File: src/rtl/result_queue_read_arbiter.sv
// result_queue_read_arbiter: round-robin share of one non-showahead result-queue read port among N requesters.
// Optional pop statistics counter enabled by defining RQ_ARB_STATS_EN.
module result_queue_read_arbiter #(
    parameter int N     = 4,
    parameter int WIDTH = 32
) (
    input  logic                 clk,
    input  logic                 reset,
    input  logic [N-1:0]         req,
    input  logic [N-1:0]         data_wanted,
    output logic [N-1:0]         data_ready,
    output logic [WIDTH-1:0]     data,
    output logic [$clog2(N)-1:0] grant_id,
    output logic                 busy,
    input  logic                 rq_empty,
    output logic                 rq_re,
`ifdef RQ_ARB_STATS_EN
    input  logic [WIDTH-1:0]     rq_q,
    output logic [15:0]          pop_count
`else
    input  logic [WIDTH-1:0]     rq_q
`endif
);
    localparam int GW = $clog2(N);

    typedef enum logic [1:0] {S_IDLE, S_POP, S_CAPTURE, S_SEND} state_t;

    state_t           state_q, state_d;
    logic [GW-1:0]    grant_q, grant_d, winner;
    logic [WIDTH-1:0] data_q, data_d;
    logic [GW:0]      idx;

    always_ff @(posedge clk or posedge reset) begin
        if (reset) begin
            state_q <= S_IDLE;
            grant_q <= GW'(N - 1);
            data_q  <= '0;
        end else begin
            state_q <= state_d;
            grant_q <= grant_d;
            data_q  <= data_d;
        end
    end

    // Scan offsets N..1 so the nearest requester after the last grant is assigned last and wins.
    always_comb begin
        winner = grant_q;
        idx    = '0;
        for (int k = N; k >= 1; k--) begin
            idx = {1'b0, grant_q} + (GW + 1)'(k);
            idx = (idx >= (GW + 1)'(N)) ? idx - (GW + 1)'(N) : idx;
            if (req[idx[GW-1:0]]) winner = idx[GW-1:0];
        end
    end

    always_comb begin
        state_d = state_q;
        grant_d = grant_q;
        data_d  = data_q;
        case (state_q)
            S_IDLE: begin
                if (|req && !rq_empty) begin
                    state_d = S_POP;
                    grant_d = winner;
                end
            end
            S_POP: state_d = S_CAPTURE;
            S_CAPTURE: begin
                state_d = S_SEND;
                data_d  = rq_q;
            end
            S_SEND: state_d = data_wanted[grant_q] ? S_IDLE : S_SEND;
            default: state_d = S_IDLE;
        endcase
    end

    always_comb begin
        rq_re      = state_q == S_POP;
        busy       = state_q != S_IDLE;
        data_ready = (state_q == S_SEND) ? (N'(1) << grant_q) : '0;
        data       = data_q;
        grant_id   = grant_q;
    end

`ifdef RQ_ARB_STATS_EN
    logic [15:0] pop_q;

    always_ff @(posedge clk or posedge reset) begin
        if (reset) pop_q <= '0;
        else if (rq_re && pop_q != 16'hFFFF) pop_q <= pop_q + 16'd1;
    end

    assign pop_count = pop_q;
`endif
endmodule
File: config.mk
export PLATFORM = sky130hd
export DESIGN_NAME = result_queue_read_arbiter
export DESIGN_NICKNAME = d
export VERILOG_FILES = /design/src/rtl/result_queue_read_arbiter.sv
export SDC_FILE = /design/constraint.sdc
export NUM_CORES = 1
export LEC_CHECK = 0
export BUFFER_PORTS_ARGS = -buffer_cell sky130_fd_sc_hd__clkbuf_2
export CELL_PAD_IN_SITES_DETAIL_PLACEMENT = 0
export CELL_PAD_IN_SITES_GLOBAL_PLACEMENT = 1
export CORE_MARGIN = 3
export CORE_UTILIZATION = 31
export DETAILED_ROUTE_END_ITERATION = 7
export GPL_TIMING_DRIVEN = 0
export PLACE_DENSITY_LB_ADDON = 0.1
export SLEW_MARGIN = 5
export SYNTH_ARGS = -nofsm -noshare
export SYNTH_HDL_FRONTEND = slang
export SYNTH_SLANG_ARGS = --single-unit
export TNS_END_PERCENT = 100
File: constraint.sdc
create_clock -name clk -period 1.9 [get_ports clk]
set_clock_uncertainty 0.15 [all_clocks]
set_input_delay 0.285 -clock clk [delete_from_list [all_inputs] [get_ports clk]]
set_output_delay 0.285 -clock clk [all_outputs]
set_load 0.02 [all_outputs]
==> impl_results.md <==
* Clock H-tree levels at 2
* Final slew viol count at 0
* Post-synthesis mux area share at 25.2%
* CTS tree: done
* Post-synth top area share at 51.8%
* DP Wirelength at 3020 um
* Vias at 1,304
* Max IR drop VDD at 743 uV
* Crit Path Max Fanout at 3
* Reg2reg end: grant_id[0]
* Synthesized flop and latch total at 36
* Worst slew margin at 51.3%
* Ant diodes at 0
* Slew @ Worst Pin at 0.729 ns
* Fin nets at 264
* Ports at 83
* Core Area at 4910 sq um
* First-pass GRT wire length at 6510 um
* R2R cell count at 7
* Vias in the first global route at 1,363
* Crit path capture: data_ready[3]
* Post-synthesis cell type count at 27
* Async S/R FF share, synth at 100%
* IO buf count at 82
* Internal power at 2.73 mW
* Largest net degree at the start of global routing at 37
* Die W at 78.8 um
* EDFF count, synth at 0
* Max cap viols at 0
* Worst flop-to-flop path startpoint: grant_id[0]
* Clk_lat worst skew at 0.27 ns
* Clk buf depth at 2
* Mapped Cells at 122
* Post-Syn Area at 1640 sq um
* Worst EP arrival at 1.43 ns
* Synth area leader: dfrtp_1
* Sw Pwr at 1.80 mW
* Clock Tree Root: clkbuf_8
* Initial Util at 33.5%
* Clock share of power at 11.9%
* Die Ht at 78.8 um
* FMAX at 537 MHz
* Final period util at 97.9%
* CP startpoint: grant_id[0]
* # DRC at 0
* # hold bufs at CTS at 0
* Adder-Cell Fraction of Synth Area at 3.04%
* Combinational power share at 57.1%
* Placer Congestion at 0.749
* Worst Hold Class: in2async
* XOR/XNOR Fraction of Synth Area at 0%
* Iter 0 DRT Violations at 23
* Final hold slack at -0.0370 ns
* Power density over the cells at 1900 nW/um^2
* Simple-gate area share of the yosys netlist at 7.38%
* Num CTS Buffers at 5
* Worst setup margin at 0.0390 ns
* Failing checks: negative hold slack
* Worst EP required at 1.46 ns
* Syn nets at 169
* Seq/Total Area, Yosys at 54.9%
* Via density at 4.58
* Syn_area_per_cell at 13.5 sq um
* RSZ-0062 raised after global routing: yes
* Final hold violations at 34
* Initial antenna violation count at 0
* Most common cell in the synthesized netlist: dfrtp_1
* Top post-synthesis cells by area: dfrtp_1 (52%), mux2_2 (21%), buf_6 (3.4%)
* Final Setup Violations at 0
* LEAKAGE at 1.14 nW
* Die ar. at 6210 sq um
* Finished Layout Cells at 285
* Final core utilization at 48.7%
* Layout cell share with drive strength beyond 1 at 70.6%
* Seq pwr share at 31.1%
* R2R Setup Slk at 0.04 ns
* Drt first pass iters at 4
* Element type at the critical path end: output port
* Layout filler cell count at 482
* DP Worst Slack at -0.0874 ns
* Min Tclk post-route at 1.86 ns
* Area fraction in compound gates after synthesis at 4.79%
* Area grow syn2layout at 45.4%
* Sw frac at 39.7%
* Combinational family with the most area after synthesis: multiplexers
* CP Class: reg2out
* Final wirelength at 3930 um
* Clk pin slew, worst setup/hold paths at 0.07 ns
* Most used DFF post-synth: dfrtp_1
* Number of placement rows at 25
* Synth top cells by count: dfrtp_1 (34), mux2_2 (30), buf_6 (5)
* All-Layer GR Usage at 13.3%
* DRT antenna net count at 0
* WL/cell at 13.8 um
* Critical Path Source Type: register
* Status: finished, violations left
* Gr ovfl total at 0
* Placed insts at 271
* Yosys warnings at 0
* Clock Sink Count at 36
## cells in the final DEF, fill, tap and decap left out, types with 3 or more instances in the layout
master	Yosys	layout
clkbuf_2	1	79
dfrtp_1	34	34
mux2_2	30	30
buf_6	5	8
clkbuf_8	0	6
buf_4	0	6
and3_4	0	4
nand2_1	3	3
o21ai_0	4	3
nor2_1	4	3
a21oi_1	4	3
## how the worst min path moves through the flow
stage / startpoint / to / slack [ns] / cells past startpoint
after floorplan: rq_q[15] / data[15] / 0.27 / 1
after global placement: data[16] / data[16] / 0.32 / 1
after CTS: rq_q[15] / data[15] / 0.07 / 2
final: reset / data[5] / -0.04 / 2
after global routing: reset / data[19] / 0.02 / 2
after detailed placement: data[15] / data[15] / 0.33 / 1
## layer usage
layer	wire (um)	vias up	track usage (%)	share of wire [%]
met5	0	-	0	0
met3	279	5	3.40	7.1
met1	1420	624	14.7	36
met4	36	0	4.64	0.92
met2	2190	54	24.5	56
li1	-	621	-	-
## worst max-delay path, cell delays in order (launching register included)
cell and delay, ns:
dfstp_2 0.55, buf_4 0.13, ha_2 0.17, and3_4 0.18
buf_6 0.11
## timing repair
item	CTS	global route
endpoints found under the setup margin	5	5
pin swaps	0	3
gates resized for setup	4	22
setup buffers	5	1
## area by class of cell
type                       count  area, sq um  share of cell area (%)
sequential                    36          903                    37.8
buffer                         6         61.3                    2.57
clock buffer                   8         90.1                    3.77
tap                           67         83.8                    3.51
multi-input combinational     76          747                    31.3
inverter                       4         20.0                   0.838
timing repair buffer          88          484                    20.3
## metrics by stage
| stage | hold WS (ns) | setup TNS (ns) | area (sq um) | power [mW] |
|---|---|---|---|---|
| after global routing | 0.0242 | -0.0627 | 2390 | 4.89 |
| final | -0.0370 | 0 | 2390 | 4.54 |
| after global placement | 0.316 | -0.0417 | 2170 | 3.72 |
| after floorplan | 0.270 | -0.00702 | 1670 | 3.08 |
| after CTS | 0.0723 | 0 | 2310 | 4.45 |
| after detailed placement | 0.332 | -0.104 | 2170 | 3.79 |
## power by group through the flow
stage / combinational, mW / clock [mW] / sequential, mW
2_1_floorplan: 1.20 / 0 / 1.88
3_3_place_gp: 2.30 / 0 / 1.42
3_5_place_dp: 2.35 / 0 / 1.44
4_1_cts: 2.47 / 0.569 / 1.41
5_1_grt: 2.80 / 0.614 / 1.48
6_report: 2.59 / 0.538 / 1.41
## state kept, by name, summed over array words and instances, names as in the netlist
| name | count |
|---|---|
| state_q | 2 |
| data | 32 |
| grant_id | 2 |
## cells by family (layout without fill, tap and decap cells)
group / count (synthesis) / count (layout)
adders and majority gates: 4 / 4
muxes: 36 / 36
buffers and inverters: 10 / 106
AOI/OAI and AO/OA: 13 / 13
and+or+nand+nor: 23 / 23
DFF: 36 / 36
Note: power is estimated with default switching activity, not from simulation.
